`config.mk`:
```
export PLATFORM = sky130hd
export DESIGN_NAME = serial_prog_seq
export DESIGN_NICKNAME = d
export VERILOG_FILES = /design/src/rtl/serial_prog_seq.sv
export SDC_FILE = /design/constraint.sdc
export NUM_CORES = 1
export LEC_CHECK = 0
export CAP_MARGIN = 20
export CORE_MARGIN = 4
export CORE_UTILIZATION = 40
export DETAILED_ROUTE_END_ITERATION = 6
export MAX_ROUTING_LAYER = met4
export PLACE_DENSITY = 0.71
export REMOVE_ABC_BUFFERS = 1
export SLEW_MARGIN = 20
export SYNTH_ARGS = -nofsm -noshare
export SYNTH_HDL_FRONTEND = slang
export SYNTH_SLANG_ARGS = --single-unit
```
`constraint.sdc`:
```
create_clock -name i_clk -period 1.8 [get_ports i_clk]
set_clock_uncertainty 0.05 [all_clocks]
set_input_delay 0.36 -clock i_clk [delete_from_list [all_inputs] [get_ports i_clk]]
set_output_delay 0.36 -clock i_clk [all_outputs]
set_load 0.005 [all_outputs]
```
`src/rtl/serial_prog_seq.sv`:
```
// Program sequencer: writable opcode store, program counter, bit-slot counter and run/stop control.
// Optional macro SERIAL_SEQ_LOOP_EN: the last-slot increment wraps to slot 0 instead of entering DONE.
module serial_prog_seq #(
  parameter int unsigned PROG_LEN = 8,
  parameter int unsigned PC_W     = (PROG_LEN > 1) ? $clog2(PROG_LEN) : 1,
  parameter int unsigned BIT_W    = 3
) (
  input  logic             i_clk,
  input  logic             i_rst,
  input  logic             i_start,
  input  logic             i_abort,
  input  logic             i_pcincr,
  input  logic             i_prog_we,
  input  logic [PC_W-1:0]  i_prog_addr,
  input  logic [2:0]       i_prog_data,
  output logic [2:0]       o_instr,
  output logic [BIT_W-1:0] o_bit_count,
  output logic [PC_W-1:0]  o_pc,
  output logic             o_busy,
  output logic             o_done,
  output logic             o_wrap,
  output logic             o_wr_err
);

  localparam logic [1:0] ST_IDLE = 2'd0;
  localparam logic [1:0] ST_RUN  = 2'd1;
  localparam logic [1:0] ST_DONE = 2'd2;

  localparam logic [PC_W-1:0] LAST_PC = PC_W'(PROG_LEN - 1);

  logic [1:0]       state_q, state_d;
  logic [PC_W-1:0]  pc_q, pc_d;
  logic [BIT_W-1:0] bit_count_q, bit_count_d;
  logic             start_q;
  logic             wr_err_q, wr_err_d;
  logic [2:0]       store_q [PROG_LEN];
  logic [31:0]      addr_ext;
  logic             addr_ok;
  logic             store_we;
  logic             wrap_d;

  // Addresses past the store are only reachable when PROG_LEN is not a power of two.
  assign addr_ext = 32'(i_prog_addr);
  assign addr_ok  = (addr_ext < PROG_LEN);
  assign store_we = i_prog_we && addr_ok && (state_q == ST_IDLE);
  assign wr_err_d = i_prog_we && !store_we;

  always_comb begin
    state_d     = state_q;
    pc_d        = pc_q;
    bit_count_d = bit_count_q;
    wrap_d      = 1'b0;
    case (state_q)
      ST_IDLE: begin
        if (i_start && !start_q) begin
          state_d     = ST_RUN;
          pc_d        = '0;
          bit_count_d = '0;
        end
      end
      ST_RUN: begin
        if (i_abort) begin
          state_d     = ST_IDLE;
          pc_d        = '0;
          bit_count_d = '0;
        end else if (i_pcincr) begin
          if (pc_q == LAST_PC) begin
`ifdef SERIAL_SEQ_LOOP_EN
            pc_d        = '0;
            bit_count_d = '0;
            wrap_d      = 1'b1;
`else
            state_d     = ST_DONE;
`endif
          end else begin
            pc_d        = pc_q + PC_W'(1);
            bit_count_d = '0;
          end
        end else begin
          bit_count_d = bit_count_q + BIT_W'(1);
        end
      end
      ST_DONE: begin
        if (i_abort || !i_start) begin
          state_d     = ST_IDLE;
          pc_d        = '0;
          bit_count_d = '0;
        end
      end
      default: begin
        state_d     = ST_IDLE;
        pc_d        = '0;
        bit_count_d = '0;
      end
    endcase
  end

  always_ff @(posedge i_clk) begin
    if (i_rst) begin
      state_q     <= ST_IDLE;
      pc_q        <= '0;
      bit_count_q <= '0;
      start_q     <= 1'b0;
      wr_err_q    <= 1'b0;
    end else begin
      state_q     <= state_d;
      pc_q        <= pc_d;
      bit_count_q <= bit_count_d;
      start_q     <= i_start;
      wr_err_q    <= wr_err_d;
    end
  end

  always_ff @(posedge i_clk) begin
    if (i_rst) begin
      for (int i = 0; i < int'(PROG_LEN); i++) begin
        store_q[i] <= 3'b000;
      end
    end else if (store_we) begin
      store_q[i_prog_addr] <= i_prog_data;
    end
  end

`ifdef SERIAL_SEQ_LOOP_EN
  logic wrap_q;

  always_ff @(posedge i_clk) begin
    if (i_rst) begin
      wrap_q <= 1'b0;
    end else begin
      wrap_q <= wrap_d;
    end
  end

  assign o_wrap = wrap_q;
`else
  logic unused_wrap;
  assign unused_wrap = wrap_d;
  assign o_wrap      = 1'b0;
`endif

  // Outside RUN the decoder sees the stall opcode.
  assign o_instr     = (state_q == ST_RUN) ? store_q[pc_q] : 3'b001;
  assign o_bit_count = bit_count_q;
  assign o_pc        = pc_q;
  assign o_busy      = (state_q == ST_RUN);
  assign o_done      = (state_q == ST_DONE);
  assign o_wr_err    = wr_err_q;

endmodule
```
---- Yosys cells after proc, flatten, opt, wreduce, memory -nomap -nowiden ----
Memory sizes are Yosys's and may differ from the RTL's. A register that Yosys moved wholly into a read port is not among the register bits.
Cells that the tools add are included.
word-level totals
  bits in registers ....................... 10
  memory bits (writable) .................. 24
  output and inout port bits .............. 13
  memories ................................ 1
cells by class
  add/sub/neg operators ................... 2
  $lt $le $gt $ge ......................... 1
  eq/ne operators ......................... 9
  muxes and demuxes ....................... 27
  reductions and logical operators ........ 13
memories
  name     depth  width  read ports  clocked after memory_dff  wr ports  line  RTL
  store_q  8      3      1           1                         8         36    logic [2:0] store_q [PROG_LEN];
operator list
  operator                                                                 number
  3-bit two-way mux                                                        13
  3-bit one-hot mux with 3 select lines                                    2
  2-bit two-way mux                                                        5
  4-bit AND reduction                                                      2
  3-bit by 1-bit adder with 3-bit output, second input constant            2
  1-bit two-way mux                                                        6
  3-bit inequality test, second input constant                             2
  2-bit one-hot mux with 3 select lines                                    1
  1-bit logical AND                                                        4
  3-bit by 4-bit < comparator with 1-bit output, second input constant     1
  2-bit by 1-bit inequality test with 1-bit output, second input constant  2
  4-bit inequality test, second input constant                             1
  3-bit == test, second input constant                                     1
  1-bit logical NOT                                                        3
  3-bit by 2-bit inequality test with 1-bit output, second input constant  1
  3-bit AND reduction                                                      1
  3-bit OR reduction                                                       1
  2-bit by 1-bit == test with 1-bit output, second input constant          1
  2-bit == test, second input constant                                     1
  2-bit logical NOT                                                        1
  1-bit logical OR                                                         1

---- Logic depth before layout (Yosys ltp) ----
Gate-level depths: netlist of the first run.
  depth after elaboration ................. 8
  mapped depth ............................ 6
  mapped depth without buffers ............ 6

---- Least setup slack after synthesis of the first run ----
Ideal clock, no wire load.
  path kind ............................... register to output
  from .................................... register with a tool-made name
  to ...................................... output o_instr[2]
  data arrival time ....................... 1401 ps
  required time ........................... 1390 ps
  slack ................................... -11 ps
  cell stages (with the launch flop) ...... 4
  path buffers ............................ 1
  path through ............................ dfxtp_1 > clkbuf_1 > mux4_2 > a22o_1
RTL lines
  item              line  RTL
  end: declaration  16    output logic [2:0] o_instr,

==> results of run 1 <==
[per-layer routing]
metal  global-route usage  vias to the layer above  routed length, µm  share of wire
met4               0.0949                        0                 97          0.025
met3               0.0243                        8                227          0.058
met2                0.242                       54               1910           0.49
li1                     -                      632                  -              -
met5                    -                        -                  0              0
met1                0.200                      629               1700           0.43
[worst min-delay path: stages (launching register included)]
cell     delay (ps)
dfxtp_1         330
o21ai_0          70
a21oi_1          60
[state kept, by name (all words and copies together) (netlist names), named ones only]
name         cells
store_q         24
o_bit_count      3
o_pc             3
state_q          2
o_wr_err         1
start_q          1
[where the power goes]
| group | leakage (nW) | internal [W] | switching (W) | total (W) |
|---|---|---|---|---|
| logic | 0.460 | 0.000100 | 0.0000958 | 0.000196 |
| registers | 0.355 | 0.000933 | 0.0000110 | 0.000944 |
| clock network | 0.0518 | 0.000408 | 0.000310 | 0.000717 |
| total | 0.866 | 0.00144 | 0.000416 | 0.00186 |
[what timing repair did]
action / 4_1_cts / 5_1_grt
pin swaps: 3 / 1
endpoints found under the setup margin: 5 / 4
buffers inserted: 0 / 1
gates resized for setup: 16 / 1
[area by class of cell]
cell class,count,area share
Clock buffer,5,0.0306
Clock inverter,3,0.0184
Multi-Input combinational cell,108,0.332
Sequential cell,37,0.437
Tap cell,50,0.0278
Timing Repair Buffer,37,0.154
[cell usage after synthesis, types with 2 or more instances]
library cell | instances | share of area
nor2_1 | 26 | 0.056
nor3_1 | 2 | 0.0057
dfxtp_1 | 13 | 0.15
clkbuf_1 | 7 | 0.015
a21oi_1 | 8 | 0.023
mux4_2 | 6 | 0.077
o21ai_0 | 5 | 0.014
nand2_1 | 9 | 0.019
and2_1 | 2 | 0.0071
a22o_1 | 2 | 0.010
edfxtp_1 | 24 | 0.41
a21o_1 | 7 | 0.030
nand4_1 | 2 | 0.0071
nand2b_1 | 5 | 0.018
a31oi_1 | 2 | 0.0071
nor3b_1 | 2 | 0.0085
and3_1 | 2 | 0.0071
a31o_2 | 2 | 0.010
ha_1 | 3 | 0.021
nor2b_1 | 7 | 0.025
nand3b_1 | 2 | 0.0085
[cell families after synthesis]
kind of cell               count (synthesis)  synth area share
and+or+nand+nor                           67             0.198
DFF                                       37             0.558
AOI/OAI and AO/OA                         30             0.118
buffers and inverters                      8            0.0192
muxes                                      7            0.0826
adders and majority gates                  3            0.0214
other                                      1           0.00213
[worst max path at each step]
stage                       endpoint       from  cells past startpoint
after floorplan           o_instr[2]  flip-flop                      2
after global placement    o_instr[2]  flip-flop                      4
after detailed placement  o_instr[2]  flip-flop                      4
after CTS                 o_instr[1]  flip-flop                      4
after global routing      o_instr[0]  flip-flop                      5
final                     o_instr[2]  flip-flop                      4
[metrics by stage]
stage          instance area (µm²)  TNS (ps)  power (W)
2_1_floorplan                 1720         0    0.00105
3_3_place_gp                  2150     -1780    0.00115
3_5_place_dp                  2150     -2570    0.00116
4_1_cts                       2240      -665    0.00187
5_1_grt                       2250      -728    0.00192
6_report                      2250      -564    0.00186
==> results.sh, run 1 <==
export IMPL_nets=204
export IMPL_synth_seq_area_share=0.558
export IMPL_min_path_cells=2
export IMPL_rsz0062_at_grt="true"
export IMPL_final_cell_mix="nor2_1 (26), edfxtp_1 (24), clkdlybuf4s50_1 (18), buf_4 (12), dfxtp_1 (11)"
export IMPL_cts_root_buf="clkbuf_8"
export IMPL_leakage_nw=0.866
export IMPL_cts_tree="yes"
export IMPL_coreArea_um2=4120
export IMPL_syn_area_um2=1760
export IMPL_fin_util=0.547
export IMPL_hold_start="o_bit_count[0]$_SDFFE_PP0P_"
export IMPL_ys_flop_type="edfxtp_1"
export IMPL_drtIter0Drc=87
export IMPL_drc_errors=0
export IMPL_r2r_slack_ps=80
export IMPL_clk_pin_slew_ps=70
export IMPL_rr_worst_depth=5
export IMPL_instances_no_fill=240
export IMPL_routed_wl_um=3930
export IMPL_firstDrtPassIters=4
export IMPL_crit_type="reg -> out"
export IMPL_hold_ws_ps=464
export IMPL_syn_avg_cell_area_um2=11.5
export IMPL_fin_crit_ps=1990
export IMPL_seqCellArea_um2=983
export IMPL_antenna_left=0
export IMPL_multiInputGateArea_um2=747
export IMPL_crit_chain="buf_12 -> mux4_2 -> a22o_1 -> buf_2"
export IMPL_synthDistinctLibCells=36
export IMPL_min_period_over_period=1.11
export IMPL_portBuffers=23
export IMPL_clockBufferDepth=2
export IMPL_maxSlewViolCount=0
export IMPL_routed_via_density=5.51
export IMPL_grt_pass1_vias=1240
export IMPL_n_antenna_cell=0
export IMPL_die_h_um=74.3
export IMPL_clock_sinks=37
export IMPL_ir_drop_mv=0.373
export IMPL_final_common_cell="nor2_1"
export IMPL_synthArstFlopShare=0
export IMPL_crit_fanout=6
export IMPL_placedCellCount=232
export IMPL_maxCapViolations=0
export IMPL_violations="setup timing"
export IMPL_fillCellCount=357
export IMPL_hold_buffers=0
export IMPL_drive_gt1_frac=0.205
export IMPL_areaGrowthSynthToFinish_pct=28.1
export IMPL_die_w_um=74.3
export IMPL_cts_buffers_inserted=5
export IMPL_dp_hpwl_um=2980
export IMPL_antenna_found_initial=0
export IMPL_critPathBufInv=2
export IMPL_slowest_stage="mux4_2"
export IMPL_r2r_start="o_pc[0]$_SDFFE_PP0P_"
export IMPL_min_to="o_bit_count[0]$_SDFFE_PP0P_"
export IMPL_start_util=0.427
export IMPL_outcome="finished with violations"
export IMPL_place_ws_ps=-262
export IMPL_hold_path_class="reg -> reg"
export IMPL_synth_edf_count=24
export IMPL_rows=23
export IMPL_power_density_nw_per_um2=826
export IMPL_place_congestion=0.797
export IMPL_critPathArrivalTime_ps=1580
export IMPL_synth_seq_cells=37
export IMPL_grt_usage=0.159
export IMPL_cp_top_family="multiplexers"
export IMPL_grt_pass1_wl_um=6140
export IMPL_max_clock_freq_mhz=501
export IMPL_io_pins=25
export IMPL_design_die_area_um2=5520
export IMPL_grt_max_degree=25
export IMPL_setup_viol=3
export IMPL_synth_warnings=0
export IMPL_fin_ws_ps=-195
export IMPL_cts_htree_levels=2
export IMPL_synthCells=153
export IMPL_num_vias=1323
export IMPL_critPathLaunchType="flip-flop"
export IMPL_endpoint_kind="output pin"
export IMPL_cp_data_required_time_ps=1390
export IMPL_wl_per_cell_um=16.4
export IMPL_slowest_delay_ps=500
export IMPL_clk_latency_ps=290
export IMPL_grt_overflow=0
export IMPL_final_hold_violation_count=0
Note: power is estimated with default switching activity, not from simulation.
==> run 2: changes to the inputs <==
ABC_AREA = 0   (was default)
==> results of run 2 <==
The final DEF is identical to that of run 1; final timing and power are the same.
==> run 3: changes to the inputs <==
GPL_TIMING_DRIVEN = 0   (was default)
==> run 3 against run 2 <==
Against the previous run: the run still ends with setup timing left; first-iteration DRC count shrank 30%; critical path type unchanged; clock power decreased by 23%; sequential power is essentially flat; clock-buffer cell count grew 1; largest cell class unchanged; global-route usage down 0.74 points.
==> results.sh, run 3 (synthesis gave the netlist of run 1 again) <==
export IMPL_outcome="finished with violations"
export IMPL_violations="setup timing"
export IMPL_hold_buffers=0
export IMPL_fin_area_um2=2180
export IMPL_largest_register="store_q"
export IMPL_antenna_found_initial=0
export IMPL_switchingPower_w=0.000388
export IMPL_areaGrowthSynthToFinish_pct=24.1
export IMPL_routed_wl_um=3830
export IMPL_placed_area_um2=2020
export IMPL_pwr_share_clk=0.330
export IMPL_crit_fanout=5
export IMPL_cp_data_required_time_ps=1390
export IMPL_critPathArrivalTime_ps=1600
export IMPL_fin_ws_ps=-211
export IMPL_drc_errors=0
export IMPL_setup_viol=3
export IMPL_nets=196
export IMPL_clk_latency_ps=280
export IMPL_power_density_nw_per_um2=766
export IMPL_pwr_share_seq=0.566
export IMPL_grt_usage=0.152
export IMPL_cts_root_buf="clkbuf_8"
export IMPL_io_pins=25
export IMPL_rows=23
export IMPL_power_frac_comb=0.103
export IMPL_maxCapViolations=0
export IMPL_wl_per_cell_um=16.5
export IMPL_min_period_over_period=1.12
export IMPL_rsz0062_at_grt="true"
export IMPL_hold_path_class="in -> reg"
export IMPL_critPathLaunchType="flip-flop"
export IMPL_dp_hpwl_um=2810
export IMPL_ir_drop_mv=0.535
export IMPL_firstDrtPassIters=4
export IMPL_die_h_um=74.3
export IMPL_leakage_nw=0.816
export IMPL_cts_buffers_inserted=5
export IMPL_place_congestion=0.790
export IMPL_start_util=0.427
export IMPL_cts_htree_levels=2
export IMPL_grt_pass1_vias=1279
export IMPL_max_clock_freq_mhz=497
export IMPL_clk_pin_slew_ps=70
export IMPL_n_antenna_cell=0
export IMPL_portBuffers=23
export IMPL_p_total_w=0.00167
export IMPL_intPower_w=0.00128
export IMPL_clockBufferDepth=2
export IMPL_grt_overflow=0
export IMPL_endpoint_kind="output pin"
export IMPL_final_cell_mix="nor2_1 (26), edfxtp_1 (24), clkdlybuf4s50_1 (15), dfxtp_1 (10), nand2_1 (9)"
export IMPL_grt_max_degree=25
export IMPL_maxSlewViolCount=0
export IMPL_fin_crit_ps=2010
export IMPL_grt_pass1_wl_um=6130
export IMPL_drtIter0Drc=61
export IMPL_switching_share=0.232
export IMPL_cts_tree="yes"
export IMPL_num_vias=1284
export IMPL_crit_type="reg -> out"
export IMPL_max_slew_margin=0.418
export IMPL_drive_gt1_frac=0.203
export IMPL_coreArea_um2=4120
export IMPL_worst_slew_pin_slew_ps=872
export IMPL_die_w_um=74.3
export IMPL_design_die_area_um2=5520
export IMPL_final_common_cell="nor2_1"
export IMPL_clock_sinks=37
export IMPL_final_hold_violation_count=0
export IMPL_r2r_slack_ps=80
export IMPL_antenna_left=0
export IMPL_routed_via_density=5.53
export IMPL_largest_reg_flops=24
-- run 3: cell count changes in the layout (fill, tap and decap cells not counted), sizes merged --
| cell | delta |
|---|---|
| clkdlybuf4s50 | -3 |
| buf | -8 |
| clkinv | +1 |
| clkbuf | +1 |
| bufinv | -1 |
| dlygate4sd2 | +4 |
| clkinvlp | -1 |
| dlymetal6s2s | -1 |
-- run 3: metal layers --
metal,part of all wire,GRT usage
met5,0,-
met4,0.0073,0.0514
met3,0.044,0.0243
met2,0.50,0.244
met1,0.44,0.196
-- run 3: power by group through the flow --
stage	clock, W	combinational (W)	sequential [W]
2_1_floorplan	0	0.0000899	0.000960
3_3_place_gp	0	0.000159	0.000964
3_5_place_dp	0	0.000164	0.000966
4_1_cts	0.000557	0.000168	0.000945
5_1_grt	0.000587	0.000189	0.000949
6_report	0.000552	0.000173	0.000946
-- run 3: path summary, 6_finish.rpt --
check,to,depth (start not counted),start
max reg2reg,flip-flop,5,o_pc[0]$_SDFFE_PP0P_
min,state_q[1]$_SDFFE_PP0P_,2,i_abort
min reg2reg,o_bit_count[1]$_SDFFE_PP0P_,2,o_bit_count[1]$_SDFFE_PP0P_
max,o_instr[2],4,flip-flop
-- run 3: final cells by class --
| type | count | area [µm²] |
|---|---|---|
| clock buffers | 6 | 72.6 |
| fillers | 363 | 1930 |
| repair buffers | 29 | 265 |
| multi-input cells | 108 | 781 |
| well taps | 50 | 62.6 |
| flip-flops and latches | 37 | 990 |
| clock inverters | 2 | 10.0 |
-- run 3: metrics by stage --
step	setup TNS [ps]	util	std cells	hold WS (ps)	setup slack [ps]
floorplan	0	-	145	379	117
finish	-613	0.530	232	439	-211
global placement	-22680	0.490	218	440	-664
detailed placement	-24580	0.490	218	450	-702
CTS	-628	0.522	230	427	-237
global route	-832	0.530	232	460	-308
-- run 3: what timing repair did --
| item | in CTS | in global routing |
|---|---|---|
| pin swaps | 2 | 1 |
| resized for setup | 28 | 4 |
| endpoints found under the setup margin | 44 | 17 |
| buffers inserted | 4 | 2 |
-- run 3: worst max-delay path: stages (launching register included) --
cell	delay (ps)
dfxtp_4	380
buf_6	100
mux4_2	500
a22o_1	220
buf_2	120
